--- config.mk ---
export PLATFORM = sky130hd
export DESIGN_NAME = pixel_write_scheduler
export DESIGN_NICKNAME = d
export VERILOG_FILES = /design/src/rtl/pixel_write_scheduler_pkg.sv /design/src/rtl/pixel_write_scheduler_rr_arbiter.sv /design/src/rtl/pixel_write_scheduler.sv
export SDC_FILE = /design/constraint.sdc
export NUM_CORES = 1
export LEC_CHECK = 0
export BUFFER_PORTS_ARGS = -buffer_cell sky130_fd_sc_hd__buf_4
export CAP_MARGIN = 20
export CORE_UTILIZATION = 56
export CTS_CLUSTER_DIAMETER = 150
export DETAILED_ROUTE_END_ITERATION = 16
export HOLD_SLACK_MARGIN = 0.12
export PLACE_DENSITY = 0.86
export SYNTH_ARGS = -nofsm -noshare
export SYNTH_HDL_FRONTEND = slang
export SYNTH_SLANG_ARGS = --single-unit
--- constraint.sdc ---
create_clock -name CLOCK_50 -period 8.3 [get_ports CLOCK_50]
set_input_delay 0.415 -clock CLOCK_50 [delete_from_list [all_inputs] [get_ports CLOCK_50]]
set_output_delay 0.415 -clock CLOCK_50 [all_outputs]
set_load 0.1 [all_outputs]
--- src/rtl/pixel_write_scheduler_pkg.sv ---
// Shared constants and FSM encoding for the pixel-write scheduler and its arbiter.
package pixel_sched_defs;

    localparam int NUM_REQ  = 4;
    localparam int X_W      = 8;
    localparam int Y_W      = 7;
    localparam int COLOUR_W = 3;
    localparam int SCREEN_W = 160;
    localparam int SCREEN_H = 120;

    typedef enum logic [1:0] {
        ST_IDLE = 2'd0,
        ST_ARB  = 2'd1,
        ST_DRAW = 2'd2,
        ST_DONE = 2'd3
    } sched_state_t;

    // Index width that stays legal for a single-client build.
    function automatic int idx_width(input int n);
        return (n > 1) ? $clog2(n) : 1;
    endfunction

endpackage

--- src/rtl/pixel_write_scheduler_rr_arbiter.sv ---
// Combinational round-robin picker: first asserted request at or after the pointer, wrapping.
module rr_arbiter
    import pixel_sched_defs::*;
#(
    parameter int NUM_REQ = pixel_sched_defs::NUM_REQ,
    parameter int IDX_W   = idx_width(NUM_REQ)
) (
    input  logic [NUM_REQ-1:0] i_req,
    input  logic [IDX_W-1:0]   i_pointer,
    output logic [NUM_REQ-1:0] o_winner,
    output logic [IDX_W-1:0]   o_winner_idx,
    output logic               o_valid
);

    logic [IDX_W:0] w_cand [NUM_REQ];

    // Candidate gi is the client gi positions after the pointer, modulo NUM_REQ.
    for (genvar gi = 0; gi < NUM_REQ; gi++) begin : g_cand
        logic [IDX_W:0] w_raw;
        assign w_raw       = {1'b0, i_pointer} + (IDX_W+1)'(gi);
        assign w_cand[gi]  = (w_raw >= (IDX_W+1)'(NUM_REQ)) ? w_raw - (IDX_W+1)'(NUM_REQ) : w_raw;
    end

    always_comb begin
        o_winner_idx = '0;
        for (int k = NUM_REQ - 1; k >= 0; k--) begin
            if (i_req[w_cand[k][IDX_W-1:0]]) begin
                o_winner_idx = w_cand[k][IDX_W-1:0];
            end
        end
    end

    assign o_valid  = |i_req;
    assign o_winner = o_valid ? (NUM_REQ'(1) << o_winner_idx) : '0;

endmodule

--- src/rtl/pixel_write_scheduler.sv ---
// Shares one vga_adapter pixel port between NUM_REQ rectangle-fill clients,
// sweeping each granted rectangle at one pixel per clock with screen clipping.
module pixel_write_scheduler
    import pixel_sched_defs::*;
#(
    parameter int NUM_REQ  = pixel_sched_defs::NUM_REQ,
    parameter int X_W      = pixel_sched_defs::X_W,
    parameter int Y_W      = pixel_sched_defs::Y_W,
    parameter int COLOUR_W = pixel_sched_defs::COLOUR_W,
    parameter int SCREEN_W = pixel_sched_defs::SCREEN_W,
    parameter int SCREEN_H = pixel_sched_defs::SCREEN_H
) (
    input  logic                        CLOCK_50,
    input  logic                        resetn,
    input  logic [NUM_REQ-1:0]          req,
    input  logic [NUM_REQ*X_W-1:0]      req_x0,
    input  logic [NUM_REQ*Y_W-1:0]      req_y0,
    input  logic [NUM_REQ*X_W-1:0]      req_w,
    input  logic [NUM_REQ*Y_W-1:0]      req_h,
    input  logic [NUM_REQ*COLOUR_W-1:0] req_colour,
    output logic [NUM_REQ-1:0]          grant,
    output logic [NUM_REQ-1:0]          done,
    output logic                        busy,
    output logic [X_W-1:0]              x,
    output logic [Y_W-1:0]              y,
    output logic [COLOUR_W-1:0]         colour,
    output logic                        writeEn
);

    localparam int                IDX_W    = idx_width(NUM_REQ);
    localparam logic [X_W-1:0]    X_ONE    = X_W'(1);
    localparam logic [Y_W-1:0]    Y_ONE    = Y_W'(1);
    localparam logic [X_W:0]      X_LIMIT  = (X_W+1)'(SCREEN_W);
    localparam logic [Y_W:0]      Y_LIMIT  = (Y_W+1)'(SCREEN_H);
    localparam logic [IDX_W-1:0]  IDX_LAST = IDX_W'(NUM_REQ - 1);
    localparam logic [IDX_W-1:0]  IDX_ONE  = IDX_W'(1);

    sched_state_t         r_state, w_state_next;
    logic [NUM_REQ-1:0]   r_grant, w_arb_onehot;
    logic [IDX_W-1:0]     r_rr_ptr, r_win_idx, w_arb_idx;
    logic                 w_arb_valid;

    logic [X_W-1:0]       r_x0, r_w, r_cx, r_x;
    logic [Y_W-1:0]       r_y0, r_h, r_cy, r_y;
    logic [COLOUR_W-1:0]  r_fill, r_colour;
    logic                 r_we;

    logic [X_W-1:0]       w_sel_x0, w_sel_w, w_pix_x0, w_pix_cx;
    logic [Y_W-1:0]       w_sel_y0, w_sel_h, w_pix_y0, w_pix_cy;
    logic [COLOUR_W-1:0]  w_sel_colour, w_pix_colour;
    logic [X_W:0]         w_sum_x;
    logic [Y_W:0]         w_sum_y;
    logic                 w_on_screen, w_last_col, w_last_row;
    logic                 w_take_grant, w_latch, w_emit, w_finish;

    rr_arbiter #(
        .NUM_REQ (NUM_REQ),
        .IDX_W   (IDX_W)
    ) u_arb (
        .i_req        (req),
        .i_pointer    (r_rr_ptr),
        .o_winner     (w_arb_onehot),
        .o_winner_idx (w_arb_idx),
        .o_valid      (w_arb_valid)
    );

    assign w_sel_x0     = req_x0[r_win_idx*X_W +: X_W];
    assign w_sel_y0     = req_y0[r_win_idx*Y_W +: Y_W];
    assign w_sel_w      = req_w[r_win_idx*X_W +: X_W];
    assign w_sel_h      = req_h[r_win_idx*Y_W +: Y_W];
    assign w_sel_colour = req_colour[r_win_idx*COLOUR_W +: COLOUR_W];

    // The pixel registered at the end of ARB is (0,0) of the incoming rectangle;
    // in DRAW it is the successor of the pixel currently on the outputs.
    always_comb begin
        w_last_col = (r_cx == r_w - X_ONE);
        w_last_row = (r_cy == r_h - Y_ONE);
        if (r_state == ST_ARB) begin
            w_pix_x0     = w_sel_x0;
            w_pix_y0     = w_sel_y0;
            w_pix_cx     = '0;
            w_pix_cy     = '0;
            w_pix_colour = w_sel_colour;
        end else begin
            w_pix_x0     = r_x0;
            w_pix_y0     = r_y0;
            w_pix_cx     = w_last_col ? '0 : r_cx + X_ONE;
            w_pix_cy     = w_last_col ? r_cy + Y_ONE : r_cy;
            w_pix_colour = r_fill;
        end
    end

    assign w_sum_x     = {1'b0, w_pix_x0} + {1'b0, w_pix_cx};
    assign w_sum_y     = {1'b0, w_pix_y0} + {1'b0, w_pix_cy};
    assign w_on_screen = (w_sum_x < X_LIMIT) && (w_sum_y < Y_LIMIT);

    always_ff @(posedge CLOCK_50) begin
        if (!resetn) begin
            r_state <= ST_IDLE;
        end else begin
            r_state <= w_state_next;
        end
    end

    always_comb begin
        w_state_next = r_state;
        w_take_grant = 1'b0;
        w_latch      = 1'b0;
        w_emit       = 1'b0;
        w_finish     = 1'b0;
        case (r_state)
            ST_IDLE: begin
                if (w_arb_valid) begin
                    w_take_grant = 1'b1;
                    w_state_next = ST_ARB;
                end
            end
            ST_ARB: begin
                w_latch = 1'b1;
                if (w_sel_w == '0 || w_sel_h == '0) begin
                    w_state_next = ST_DONE;
                end else begin
                    w_emit       = 1'b1;
                    w_state_next = ST_DRAW;
                end
            end
            ST_DRAW: begin
                if (w_last_col && w_last_row) begin
                    w_state_next = ST_DONE;
                end else begin
                    w_emit = 1'b1;
                end
            end
            ST_DONE: begin
                w_finish     = 1'b1;
                w_state_next = ST_IDLE;
            end
            default: w_state_next = ST_IDLE;
        endcase
    end

    always_ff @(posedge CLOCK_50) begin
        if (!resetn) begin
            r_grant   <= '0;
            r_rr_ptr  <= '0;
            r_win_idx <= '0;
            r_x0      <= '0;
            r_y0      <= '0;
            r_w       <= '0;
            r_h       <= '0;
            r_fill    <= '0;
            r_cx      <= '0;
            r_cy      <= '0;
            r_x       <= '0;
            r_y       <= '0;
            r_colour  <= '0;
            r_we      <= 1'b0;
        end else begin
            if (w_take_grant) begin
                r_grant   <= w_arb_onehot;
                r_win_idx <= w_arb_idx;
            end
            if (w_latch) begin
                r_x0   <= w_sel_x0;
                r_y0   <= w_sel_y0;
                r_w    <= w_sel_w;
                r_h    <= w_sel_h;
                r_fill <= w_sel_colour;
                r_cx   <= '0;
                r_cy   <= '0;
            end
            if (w_emit) begin
                r_cx     <= w_pix_cx;
                r_cy     <= w_pix_cy;
                r_x      <= w_sum_x[X_W-1:0];
                r_y      <= w_sum_y[Y_W-1:0];
                r_colour <= w_pix_colour;
            end
            r_we <= w_emit && w_on_screen;
            if (w_finish) begin
                r_grant  <= '0;
                r_rr_ptr <= (r_win_idx == IDX_LAST) ? '0 : r_win_idx + IDX_ONE;
            end
        end
    end

    assign grant   = r_grant;
    assign done    = (r_state == ST_DONE) ? r_grant : '0;
    assign busy    = (r_state != ST_IDLE);
    assign x       = r_x;
    assign y       = r_y;
    assign colour  = r_colour;
    assign writeEn = r_we;

endmodule
==> impl_summary.log <==
[metrics] combinational family with the most area after synthesis: multiplexers
[metrics] result of the run: finished clean
[metrics] aggregate routed wire length: between 10 and 15 mm
[metrics] share of flip-flops with an asynchronous set or reset after synthesis: 0
[metrics] post-synthesis compound-gate area fraction: 0.1170
[metrics] number of enable flip-flop cells after synthesis: 0
[metrics] TritonCTS clock tree: done
[metrics] hold slack: 0.4708 ns
[metrics] floorplan row count: 35
[metrics] total instance count after detailed placement: between 800 and 900
[metrics] post-synthesis xor/xnor area fraction: 0.06023
[metrics] Die Span X: 100.0 um
[metrics] leading cell type by number of instances after synthesis: sky130_fd_sc_hd__dfxtp_1
[metrics] initial drt markers: 260
[metrics] mean area per synthesized cell: 9.506 um2
[metrics] area added between synthesis and finish: 27.05%
[metrics] post-CTS repair timing setup buffer count: 0
[metrics] count of synthesis-stage warnings from yosys: 0
[metrics] Pleak: around 2.9 nW
[metrics] Filler Cells Inserted: 702
[metrics] height of the die: ~100 um
[metrics] via count normalized by instance count: 5.856
[metrics] worst-case vdd ir drop: 0.0001671 V
[metrics] adder and majority gate portion of the synthesized area: 0.06558
[metrics] relative slew slack: 0.3299
[metrics] crit-path max cell delay: 0.49 ns
[metrics] pin count of the biggest net entering global routing: between 50 and 60
[metrics] area of all placed cells without fillers: 6835 um2
[metrics] biggest area consumer among synthesized cells: sky130_fd_sc_hd__dfxtp_1
[metrics] Arrival @ worst endpoint: 4.68 ns
[metrics] mux contribution to synthesized area: 0.2240
[metrics] Final period util: 0.5342
[metrics] post-CTS clock slew at the launch and capture registers of the worst setup and hold paths: about 0.08 ns
[metrics] total vias in the final route: 4,931
[metrics] Synth Register Bits: 77
[metrics] commonest cells in the netlist: sky130_fd_sc_hd__dfxtp_1 (77), sky130_fd_sc_hd__nor2_1 (60), sky130_fd_sc_hd__mux4_2 (33)
[metrics] portion of synthesized cell area occupied by the leading cell type: 0.2865
[metrics] total congestion overflow: 0
[metrics] CTS Buf Count: 9
[metrics] post-detailed-placement cell area: around 6600 um2
[metrics] simple-gate area share of the yosys netlist: 0.2028
[metrics] fmax: 0.2255 GHz
[metrics] min Tclk post-route: 4.434 ns
[metrics] global-route wire length before repair: about 22 mm
[metrics] number of nets in the synthesized netlist: 731
[metrics] worst setup skew after layout: 0.01264 ns
[metrics] worst-margin pin slew: about 1 ns
[metrics] CTS HTree Levels: 3
[metrics] cell at the root of the clock tree: sky130_fd_sc_hd__clkbuf_8
[metrics] Final TNS setup: 0 ns
[metrics] clock tree buffer depth: 2
[metrics] estimated wirelength of the detail-placed design: 10.60 mm
[metrics] slowest stage cell, crit path: sky130_fd_sc_hd__or4_4
[metrics] number of detailed-route iterations in the first pass: 5
[metrics] hold bufs inserted after CTS: 0
[metrics] critical path, cell by cell: inv_1 -> ha_1 -> or3b_4 -> or4_4 -> a211oi_2 -> nand3_2 -> nand2b_1 -> nor2_1 -> ha_1 -> inv_1 -> fa_1 -> nor2b_1 -> o21a_1 -> o21ai_0 -> a21oi_1 -> xor2_1 -> o21ai_0 -> nor4bb_1
[metrics] final std cells w/o fill: 842
[metrics] clock sink count: 77
[metrics] number of nets in the layout: 874
[metrics] final count of negative-setup-slack endpoints: 0
[metrics] setup repair after global routing missed its margin: false
[metrics] Crit Path Class: reg -> reg
[metrics] unique cell type count in the Yosys netlist: 63
[metrics] standard cell core area: 9284 um2
[metrics] post-synthesis instance area: around 5400 um2
[metrics] element type at the critical path end: register
[metrics] sum of internal, switching and leakage power: 1.893 mW
[metrics] antenna violations before repair: 0
[metrics] post-DR wirelength/cell: 16.39 um
[metrics] number of resized instances in the post-cts repair step: 0
[metrics] top cells by area in the synthesized netlist: sky130_fd_sc_hd__dfxtp_1 (29%), sky130_fd_sc_hd__mux4_2 (14%), sky130_fd_sc_hd__ha_1 (5.8%)
[metrics] Clock Latency Late Sink: around 0.35 ns
[metrics] GRT Util Overall: 0.2781
[metrics] count of inserted antenna diode cells: 0
[metrics] count of port buffers added during placement: approximately 170
[metrics] path type of the worst min-delay path: reg -> reg
[metrics] synthesized instance count: 566
[metrics] number of top-level pins: 166
[metrics] Initial Utilization: 0.5795
[metrics] final number of hold-violating endpoints: 0
[metrics] power density relative to cell area: 276.9 nW/um2
[metrics] layout cell share with drive strength beyond 1: 0.3478
[metrics] predominant post-synthesis flop cell: sky130_fd_sc_hd__dfxtp_1
[metrics] sort of element at the start of the critical path: register
[metrics] count of nets left with antenna violations after detail routing: 0
[metrics] number of global-route vias before repair: 4,790
[metrics] worst endpoint required time: roughly 8.5 ns
[metrics] maximum fanout along the worst path: 13
[metrics] die area: 10,000 um2
[metrics] share of the yosys chip area belonging to registers: 0.2865
[metrics] number of DRC violations after detailed routing: 0
[metrics] routability congestion estimate from global placement: 0.8954
[metrics] number of maximum-capacitance violations: 0
[metrics] number of max-slew violations in the final report: 0
report_power, final:
part / internal (mW) / total (mW) / switching (mW) / leakage, nW
logic: 0.430 / 1.10 / 0.673 / 2.19
registers: 0.451 / 0.510 / 0.0590 / 0.627
clock network: 0.145 / 0.280 / 0.135 / 0.0992
path summary, 6_finish.rpt:
check / from / end / slack (ns) / cells past startpoint
worst max-delay path: r_w[0] / writeEn / 3.87 / 18
worst min register to register: grant[1] / grant[1] / 0.47 / 2
worst max register to register: r_w[0] / writeEn / 3.87 / 18
worst min-delay path: grant[1] / grant[1] / 0.47 / 2
layer usage:
metal  global-route usage  part of all wire  wire [um]  vias to the layer above
met5                    0                 0          0                        -
met4              0.09699             0.025        345                        0
met3              0.03203             0.057        788                       33
met2               0.5310              0.53       7261                      178
met1               0.3192              0.39       5406                     2359
li1                     -                 -          -                     2361
per-stage QoR:
step           utilization  worst slack [ns]
2_1_floorplan            -             4.401
3_3_place_gp        0.7158             4.252
3_5_place_dp        0.7158             3.910
4_1_cts             0.7363             3.906
5_1_grt             0.7363             3.534
6_report            0.7363             3.866
cell usage in the layout (no fill, tap or decap), types with 19 or more instances in the layout:
master / n
sky130_fd_sc_hd__and2_1: 24
sky130_fd_sc_hd__dfxtp_1: 76
sky130_fd_sc_hd__a21oi_1: 26
sky130_fd_sc_hd__mux2i_1: 27
sky130_fd_sc_hd__ha_1: 24
sky130_fd_sc_hd__nor2_1: 60
sky130_fd_sc_hd__buf_4: 169
sky130_fd_sc_hd__xnor2_1: 19
sky130_fd_sc_hd__o21ai_0: 20
sky130_fd_sc_hd__mux4_2: 33
cells by family (layout without fill, tap and decap cells):
logic type,Yosys count,after routing
and+or+nand+nor,202,202
DFF,77,77
adders and majority gates,27,27
muxes,77,77
AOI/OAI and AO/OA,92,92
xor gates and xnor gates,37,37
buffers and inverters,54,201
area by class of cell:
class,instances,area [um2],share of cell area
repair buffers,169,1269,0.1856
clock inverters,4,48.80,0.007139
multi-input cells,435,3608,0.5279
well taps,129,161.4,0.02361
inverters,17,63.81,0.009336
clock buffers,11,141.4,0.02068
flip-flops and latches,77,1543,0.2257
critical path, delay by kind of cell, from the launching register on:
kind                     cells  cell delay (ns)
flip-flops                   1             0.36
XOR/XNOR                     1             0.17
buffers and inverters        2             0.15
AND/OR/NAND/NOR              7             1.97
AO/OA/AOI/OAI                5             1.08
adder cells (fa/ha/maj)      3             0.59
state kept, by name (all words and copies together) (netlist names), 4 cells and up:
signal  cells
r_x0        8
r_h         7
r_cx        8
x           8
grant       4
y           7
r_y0        7
r_w         8
r_cy        7
Note: power is estimated with default switching activity, not from simulation.
